$ cat config.mk
export PLATFORM = sky130hd
export DESIGN_NAME = counter_updn_param
export DESIGN_NICKNAME = d
export VERILOG_FILES = /design/src/rtl/counter_updn_param.sv
export SDC_FILE = /design/constraint.sdc
export NUM_CORES = 1
export LEC_CHECK = 0
export ABC_AREA = 0
export BUFFER_PORTS_ARGS = -buffer_cell sky130_fd_sc_hd__buf_2
export CAP_MARGIN = 20
export CORE_ASPECT_RATIO = 0.7
export CORE_MARGIN = 1.5
export CORE_UTILIZATION = 34
export CTS_CLUSTER_DIAMETER = 100
export CTS_CLUSTER_SIZE = 12
export DETAILED_ROUTE_END_ITERATION = 7
export SLEW_MARGIN = 20
export SYNTH_ARGS = -nofsm -noshare
export SYNTH_HDL_FRONTEND = slang
export SYNTH_SLANG_ARGS = --single-unit
$ cat constraint.sdc
create_clock -name clk -period 3.8 [get_ports clk]
set_clock_uncertainty 0.1 [all_clocks]
set_input_delay 0.19 -clock clk [delete_from_list [all_inputs] [get_ports clk]]
set_output_delay 0.19 -clock clk [all_outputs]
set_load 0.01 [all_outputs]
$ cat src/rtl/counter_updn_param.sv
// Parametrised loadable up/down counter with bounds [MIN, MAX], run-time step,
// wrap/saturate modes, terminal-count pulse and sticky overflow.
// Optional concurrent checks are compiled in when COUNTER_UPDN_ASSERT_EN is defined.
module counter_updn_param #(
    parameter int                 WIDTH   = 8,
    parameter logic [WIDTH-1:0]   MIN     = '0,
    parameter logic [WIDTH-1:0]   MAX     = {WIDTH{1'b1}},
    parameter logic [WIDTH-1:0]   RST_VAL = MIN
) (
    input  logic             clk,
    input  logic             rst,
    input  logic             ld_en,
    input  logic             en,
    input  logic             updwn,
    input  logic             sat_mode,
    input  logic [WIDTH-1:0] step,
    input  logic [WIDTH-1:0] datain,
    input  logic             clr_ovf,
    output logic [WIDTH-1:0] dataout,
    output logic             tc,
    output logic             ovf
);

    localparam logic [WIDTH-1:0] SPAN  = MAX - MIN;
    localparam logic [WIDTH:0]   RANGE = {1'b0, SPAN} + {{WIDTH{1'b0}}, 1'b1};

    // Bound tests use the borrow bit of a widened difference, so that default
    // bounds (0 and all-ones) never turn into constant comparisons.
    function automatic logic [WIDTH-1:0] clamp_in(input logic [WIDTH-1:0] v);
        logic [WIDTH:0] below;
        logic [WIDTH:0] above;
        below = {1'b0, v} - {1'b0, MIN};
        above = {1'b0, MAX} - {1'b0, v};
        if (below[WIDTH])
            return MIN;
        else if (above[WIDTH])
            return MAX;
        else
            return v;
    endfunction

    logic [WIDTH:0]   span_diff;
    logic [WIDTH-1:0] s_eff;
    logic [WIDTH-1:0] up_room;
    logic [WIDTH-1:0] dn_room;
    logic [WIDTH:0]   up_sum;
    logic [WIDTH:0]   dn_wrap_full;
    logic [WIDTH-1:0] up_wrap;
    logic [WIDTH-1:0] dn_wrap;
    logic [WIDTH-1:0] dn_diff;
    logic             up_evt;
    logic             dn_evt;

    logic [WIDTH-1:0] cnt_nxt;
    logic             tc_nxt;
    logic             ovf_nxt;

    assign span_diff = {1'b0, SPAN} - {1'b0, step};
    assign s_eff     = span_diff[WIDTH] ? SPAN : step;

    // Distance to each bound; a step larger than the room left is a boundary event.
    assign up_room   = MAX - dataout;
    assign dn_room   = dataout - MIN;
    assign up_evt    = s_eff > up_room;
    assign dn_evt    = s_eff > dn_room;

    assign up_sum       = {1'b0, dataout} + {1'b0, s_eff};
    assign dn_wrap_full = {1'b0, dataout} + RANGE - {1'b0, s_eff};
    assign up_wrap      = WIDTH'(up_sum - RANGE);
    assign dn_wrap      = WIDTH'(dn_wrap_full);
    assign dn_diff      = dataout - s_eff;

    // NOTE: every output of this block is given a default before any branch so
    // no path leaves a variable unassigned and no latch is inferred.
    always_comb begin
        cnt_nxt = dataout;
        tc_nxt  = 1'b0;
        ovf_nxt = ovf & ~clr_ovf;
        if (ld_en) begin
            cnt_nxt = clamp_in(datain);
        end else if (en) begin
            if (updwn) begin
                if (up_evt) begin
                    cnt_nxt = sat_mode ? MAX : up_wrap;
                    tc_nxt  = 1'b1;
                    ovf_nxt = 1'b1;
                end else begin
                    cnt_nxt = up_sum[WIDTH-1:0];
                end
            end else begin
                if (dn_evt) begin
                    cnt_nxt = sat_mode ? MIN : dn_wrap;
                    tc_nxt  = 1'b1;
                    ovf_nxt = 1'b1;
                end else begin
                    cnt_nxt = dn_diff;
                end
            end
        end
    end

    // NOTE: state is updated with non-blocking assignments so every register
    // samples the pre-edge values and simulation order cannot matter.
    always_ff @(posedge clk) begin
        if (rst) begin
            dataout <= RST_VAL;
            tc      <= 1'b0;
            ovf     <= 1'b0;
        end else begin
            dataout <= cnt_nxt;
            tc      <= tc_nxt;
            ovf     <= ovf_nxt;
        end
    end

`ifdef COUNTER_UPDN_ASSERT_EN
    p_in_range: assert property (@(posedge clk) disable iff (rst)
        dataout == clamp_in(dataout))
        else $error("p_in_range");

    p_load: assert property (@(posedge clk) disable iff (rst)
        ld_en |=> dataout == clamp_in($past(datain)))
        else $error("p_load");

    p_hold: assert property (@(posedge clk) disable iff (rst)
        (!en && !ld_en) |=> $stable(dataout))
        else $error("p_hold");

    p_tc_ovf: assert property (@(posedge clk) disable iff (rst)
        tc |-> ovf)
        else $error("p_tc_ovf");

    p_reset: assert property (@(posedge clk) disable iff (rst)
        rst |=> dataout == RST_VAL)
        else $error("p_reset");
`endif

endmodule

==> results of run 1 <==
[area by class of cell]
| cell class | instances | area [um^2] |
|---|---|---|
| fill | 414 | 2360 |
| inverter | 20 | 75.1 |
| timing repair buffer | 32 | 160 |
| tap | 52 | 65.1 |
| multi-input combinational | 136 | 1070 |
| sequential | 10 | 200 |
| clock buffer | 3 | 41.3 |
[synth_stat cells, types with 6 or more instances]
cell,instances
inv_1,19
nor3_1,6
nor2_1,12
a21oi_1,17
dfxtp_1,10
nor3b_1,6
o21ai_0,7
xnor2_1,6
ha_1,17
[worst register-to-register path: stages, from the launching register on]
cell	delay (ps)
dfxtp_1	340
inv_1	80
ha_1	210
fa_1	390
nand2b_4	180
a2111oi_4	370
nor4b_2	130
o311ai_2	260
o211ai_1	140
o22ai_2	150
[per-layer routing]
metal / part of all wire / up-vias / GRT usage / routed length [um]
met3: 0.075 / 2 / 0.00960 / 298
met1: 0.53 / 635 / 0.313 / 2110
li1: - / 686 / - / -
met5: 0 / - / 0 / 0
met4: 0.0040 / 0 / 0.0296 / 16
met2: 0.39 / 52 / 0.244 / 1540
[final timing paths]
| path | cells past startpoint | endpoint | startpoint | slack, ps |
|---|---|---|---|---|
| max | 9 | dataout[4] | dataout[0] | 1370 |
| min | 2 | ovf | clr_ovf | 50 |
| max reg2reg | 9 | dataout[4] | dataout[0] | 1370 |
| min reg2reg | 2 | ovf | ovf | 380 |
[registers in the layout, indices dropped and copies added, names as in the netlist]
signal and flops:
ovf 1, dataout 8, tc 1
[per-stage QoR]
step | instances | power [mW] | area [um^2]
after floorplan | 176 | 0.298 | 1420
final | 253 | 0.461 | 1610
after CTS | 253 | 0.459 | 1610
after global placement | 250 | 0.350 | 1570
after detailed placement | 250 | 0.348 | 1570
after global routing | 253 | 0.490 | 1610
[kinds of logic (layout without fill, tap and decap cells)]
logic type               count (synthesis)  after routing  synth area share
adder cells (fa/ha/maj)                 19             19             0.178
buffers and inverters                   30             55             0.108
AO/OA/AOI/OAI                           58             58             0.301
flip-flops                              10             10             0.141
AND/OR/NAND/NOR                         52             52             0.228
multiplexers                             1              1           0.00705
XOR/XNOR                                 6              6            0.0370
[where the power goes]
part	total (mW)	switching, mW	internal, mW
clock network	0.109	0.0395	0.0692
registers	0.124	0.00998	0.114
logic	0.229	0.136	0.0925
total	0.461	0.186	0.276
==> summary by stage, run 1 <==
Run status
The run finished with clean final reports.

Power
The power density relative to cell area is 287 mW/mm^2. For this design the static power due to leakage is 0.705 nW. The worst ir drop on vdd is ~0.00021 V.

Timing
The final critical path time including I/O delays and setup is 2430 ps. Once routing completed, OpenROAD measured the worst setup slack at 1370 ps. The actual transition at the worst max-transition pin is 388 ps. Headroom to the max-slew limit came out at 0.740. The number of slew-limit violations in the final report is 0. The smallest hold slack is 52.1 ps. In the finished design, the share of the clock period the worst path needs comes to 0.639. Setup repair after global routing left no endpoint under its margin.

The final-layout setup total negative slack is 0 ps. The final number of hold-violating endpoints is 0. The upper clock frequency limit is around 410 MHz. Setup violations remaining at the end of the flow were counted as 0.

Synthesis
Synthesis inferred 10 register bits. Sorting the synthesized cells by area gives the leading types as ha_1, dfxtp_1, a21oi_1. The number of different library cells used by synthesis comes to between 40 and 50. The most instantiated flip-flop cell in the synthesis netlist is dfxtp_1. When the netlist entered floorplanning its net count stood at ~220. The number of instances in the synthesized netlist is 176. Of the synthesized area, sequential elements account for 0.141. The mapped netlist covers 0.00142 mm^2. ha_1 takes more of the synthesized area than any other cell. In this run, synthesis inferred 0 flip-flops with an integrated enable. The post-synthesis async set-or-reset flop share is 0.

Of the post-synthesis cell area, the dominant cell type holds 0.150. Dividing the synthesized area by the synthesized cell count gives 8.06 um^2. For this run, the number of Yosys warnings is 0.

Routing
After the first detailed-routing iteration, the DRC count stood at 79. The number of optimization iterations in the first detailed-route pass is 4. In the routed design, unresolved DRC markers number 0.

After detailed routing, the total wire length is ~4.0 mm. The number of vias per cell is 5.43. The via count of the routed design is 1375. The remaining number of nets flagged by the antenna check after routing is 0.

Dividing the detail-routed wire length by the instance count gives around 16 um.

Setup path
The slowest cell on the critical path is fa_1. On the worst path, the slowest cell contributes a delay of approximately 390 ps. The critical path is of the register to register type. The sort of element at the end of the critical path is a register.

The critical path buffer and inverter count is 1. The worst path required time is 3860 ps. The critical path goes through inv_1, ha_1, fa_1, nand2b_4, a2111oi_4, nor4b_2, o311ai_2, o211ai_1, o22ai_2. The peak fanout along the critical path is 4. The critical path arrival is approximately 2500 ps. The element type at the critical path start is a register. The kind of cell with the highest combined delay along the critical path is compound AO/OA/AOI/OAI gates.

Cells and area
The top cell types in the final layout, fill and taps aside, are buf_2, inv_1, a21oi_1, ha_1, nor2_1. Compared with the post-synthesis result, the final layout area differs by 13.3%. Leaving out fill and tap cells, the most frequent cell in the layout is buf_2. The number of antenna diodes in the final layout is 0.

The utilization of the core after routing is 0.405. The share of cells above drive strength 1 is 0.234. In the final design database the tool counted 245 nets.

Clock network
The cts-stage hold buffer count is 0. Gates resized during post-CTS repair numbered 0. The maximum root-to-sink buffer count is 2. The clock drives 10 sinks. TritonCTS built the clock tree. The number of clock buffers inserted by TritonCTS is 3. The number of setup buffers added after CTS is 0. The number of H-tree levels is 1. The clock transition at the registers of the reported paths is 50 ps. The cell sitting at the root of the clock tree is a clkbuf_8. The clock latency on the worst-skew pair is 230 ps.

Placed design
The final weighted congestion in routability-driven placement is between 0.9 and 1. Port buffering added 32 buffers. Prior to clock tree synthesis, the placed netlist has a worst setup slack of 1370 ps.

The HPWL reported at the end of detailed placement is 3.24 mm.

Global route
The number of global-route vias before repair was 1303. In the global route stage, overall resource usage came out at 0.182. The first global-routing pass estimated between 6 and 7 mm of wire. The global route total overflow is 0. The largest net degree at the start of global routing is 18. The initial antenna violation count is 0.

Worst hold path
The worst hold path belongs to the class input pin to register.

Floorplanning
In this run the horizontal extent of the chip is 80.2 um. For this configuration, the core starts out at a cell density of 0.357. The die outline height is 57.1 um.

In this run the count of I/O pins placed on the die edge is 33. The placeable core region is 0.00397 mm^2. The die covers 0.00458 mm^2.

The floorplan row count is 19.

Job
The tool flagged a number of max-cap violations equal to 0.
(Power assumes the default switching activity.)
==> run 2: changes to the inputs <==
==> constraint.sdc (replaced) <==
create_clock -name clk -period 2.1 [get_ports clk]
set_clock_uncertainty 0.1 [all_clocks]
set_input_delay 0.105 -clock clk [delete_from_list [all_inputs] [get_ports clk]]
set_output_delay 0.105 -clock clk [all_outputs]
set_load 0.01 [all_outputs]
==> run 2 against run 1 <==
  * The run now ends with negative setup slack left
  * Worst hold slack worse by 5.6 ps
  * Power up 120%
  * Sequential power up 77%
  * Non-clock buffer count up 34
  * Sequential share of layout area down 2.1 points
  * Cell count up 14%
  * Wire length up 11%
  * Core utilization up 9.1 points
  * Via count up 10%
  * Critical endpoint is now dataout[6]
==> summary by stage, run 2 (synthesis results as in run 1) <==
Timing
The number of setup violations in the final report is 9 (was 0). The actual transition at the worst max-transition pin is 416 ps (was 388 ps). RSZ-0062 raised after global routing: yes (was no). The final worst-path cycle share came to 1.07 (was 0.639). The final number of hold-violating endpoints is 0 (unchanged). The final critical path time including I/O delays and setup is 2240 ps (was 2430 ps). The upper clock frequency limit is 446 MHz (was 412 MHz). The worst-case setup margin in the final layout is -142 ps (was 1370 ps).

The number of slew-limit violations in the final report came to 0 (unchanged). The max-slew headroom at the worst pin is 0.721 (was 0.740).

Cells and area
The total non-filler cell area in the finished layout came to 0.00197 mm^2 (was 0.00161 mm^2). The most frequent standard cell in the layout excluding fill and tap cells is buf_4 (was buf_2). Biggest registers after layout: dataout (8), ovf (1), tc (1) (unchanged). The diode insertion count for antenna repair was 0 (unchanged).

Most frequent cells in the layout: buf_4, buf_2, inv_1 (was buf_2, inv_1, a21oi_1, ha_1, nor2_1). The number of fillers in the final layout is 389 (was 414). The layout-stage area growth over the synthesis result is 38.8% (was 13.3%).

The share of cells above drive strength 1 is 0.415 (was 0.234). The register with the highest flop count is dataout (unchanged). The number of standard cells in the layout, taps in and fillers out is 288 (was 253). The flip-flop count of the largest register, all copies and words added is 8 (unchanged). The number of nets at the end of the flow is 279 (was 245).

Clock network
The maximum root-to-sink buffer count is 2 (unchanged). The clock transition at the registers of the reported paths was 50 ps (about the same). The buffer cell driving the clock tree root is clkbuf_8 (unchanged). The clock sink total was 10 (unchanged). The number of clock buffers inserted by TritonCTS is 3 (unchanged). The TritonCTS clock tree was built (unchanged). The number of H-tree levels was 1 (unchanged). The clock latency on the worst-skew pair came to 230 ps (about the same).

Power
The worst ir drop on vdd was 0.000333 V (was 0.000212 V). The power density relative to cell area is 516 mW/mm^2 (was 287 mW/mm^2). The leakage power was 0.879 nW (was 0.705 nW).

Setup path
The sort of element at the end of the critical path was a register (unchanged). The element type at the critical path start is a register (unchanged). The register-to-register path setup slack is -140 ps (was 1370 ps). The critical path arrival is 2280 ps (was 2490 ps). The category of the most critical setup path is register to register (unchanged). The launching point of the worst reg2reg path is dataout[0] (unchanged). The worst path required time is 2140 ps (was 3860 ps). The capturing point of the worst reg2reg path is dataout[6] (was dataout[4]). The peak fanout along the critical path is 3 (was 4).

The worst-case reg-to-reg path depth was 9 (unchanged).

Floorplanning
The floorplan row count was 19 (unchanged). The die outline height is 57.1 um (unchanged). The I/O pin count is 33 (unchanged). The placeable core region is 0.00397 mm^2 (unchanged). The full die area is 0.00458 mm^2 (unchanged). The effective utilization at floorplan is 0.357 (unchanged). The horizontal die dimension is 80.2 um (unchanged).

Global route
The global-route usage over all layers came to 0.197 (was 0.182). The global route total overflow was 0 (unchanged). The global-route wire length before repair is 6.89 mm (was 6.47 mm). The largest net degree at the start of global routing is 18 (unchanged).

The initial antenna violation count is 0 (unchanged). The number of global-route vias before repair is 1338 (was 1303).

Routing
The number of vias per cell is 5.27 (was 5.43). The starting DRC count in detailed routing is 62 (was 79). The remaining number of nets flagged by the antenna check after routing was 0 (unchanged). The overall routed net length is 4.39 mm (was 3.96 mm). The number of design rule violations left after detail routing is 0 (unchanged).

The average wire per standard cell is 15.2 um (was 15.7 um). The number of optimization iterations in the first detailed-route pass was 5 (was 4). The via count of the routed design was 1518 (was 1375).

Placed design
The HPWL reported at the end of detailed placement is 3.52 mm (was 3.24 mm). The total instance count after detailed placement was 280 (was 250). The final weighted congestion in routability-driven placement is 0.928 (was 0.906). The post-detailed-placement cell area is 0.00181 mm^2 (was 0.00157 mm^2).

The quantity of I/O buffers inserted on ports is 32 (unchanged).

Worst hold path
The worst hold path stage count is 3 (was 2). The path type of the worst min-delay path is input pin to register (unchanged). The destination of the worst hold path is dataout[0] (was ovf).

The beginning of the worst hold path was datain[0] (was clr_ovf).

Run status
Result of the run: finished, violations left (was complete, no violations). The checks that failed: negative setup slack.

Job
The max-cap violation count is 0 (unchanged).
[run 2: repair_timing]
action | CTS | global route
pin swaps | 5 | 7
hold buffers | 1 | 0
endpoints found under the hold margin | 1 | 0
buffers inserted | 2 | 1
resized for setup | 4 | 13
endpoints found under the setup margin | 10 | 10
[run 2: report_power, final]
group / switching (mW) / internal, mW / total [mW] / leakage (nW)
Clock: 0.0780 / 0.165 / 0.243 / 0.0288
Combinational: 0.293 / 0.260 / 0.553 / 0.767
Sequential: 0.0132 / 0.207 / 0.220 / 0.0836
Total: 0.384 / 0.632 / 1.02 / 0.879
[run 2: critical path, stage by stage (launching register included)]
cell      delay (ps)
dfxtp_2          350
ha_1             190
inv_1             60
fa_2             360
o21bai_1         190
a21oi_2          110
o31ai_2          260
xnor2_1          180
nor3_1            90
o32ai_1          260
[run 2: worst max-delay path by stage]
stage / from / end / slack (ps)
floorplan: dataout[0] / dataout[2] / -120
global placement: dataout[0] / dataout[6] / -190
detailed placement: dataout[0] / dataout[4] / -160
CTS: dataout[0] / dataout[0] / -120
global route: dataout[0] / dataout[6] / -240
finish: dataout[0] / dataout[6] / -140
[run 2: per-layer routing]
layer | part of all wire | GRT usage | up-vias
met2 | 0.37 | 0.247 | 76
li1 | - | - | 758
met3 | 0.11 | 0.0240 | 2
met1 | 0.52 | 0.341 | 682
met4 | 0.0025 | 0.0369 | 0
met5 | 0 | 0 | -
[run 2: per-stage QoR]
step	hold WS, ps	power (mW)	setup slack [ps]	util	setup TNS (ps)
finish	46.5	1.02	-142	0.496	-822
detailed placement	199	0.721	-158	0.455	-862
CTS	47.3	0.981	-116	0.479	-557
floorplan	109	0.542	-122	-	-263
global placement	194	0.727	-187	0.455	-717
global route	67.4	1.08	-245	0.496	-1630
[run 2: cell type report]
type | count | area (um^2) | area share
flip-flops and latches | 10 | 204 | 0.104
inverters | 20 | 75.1 | 0.0381
repair buffers | 66 | 418 | 0.212
multi-input cells | 136 | 1150 | 0.585
well taps | 52 | 65.1 | 0.0330
clock buffers | 4 | 55.1 | 0.0280
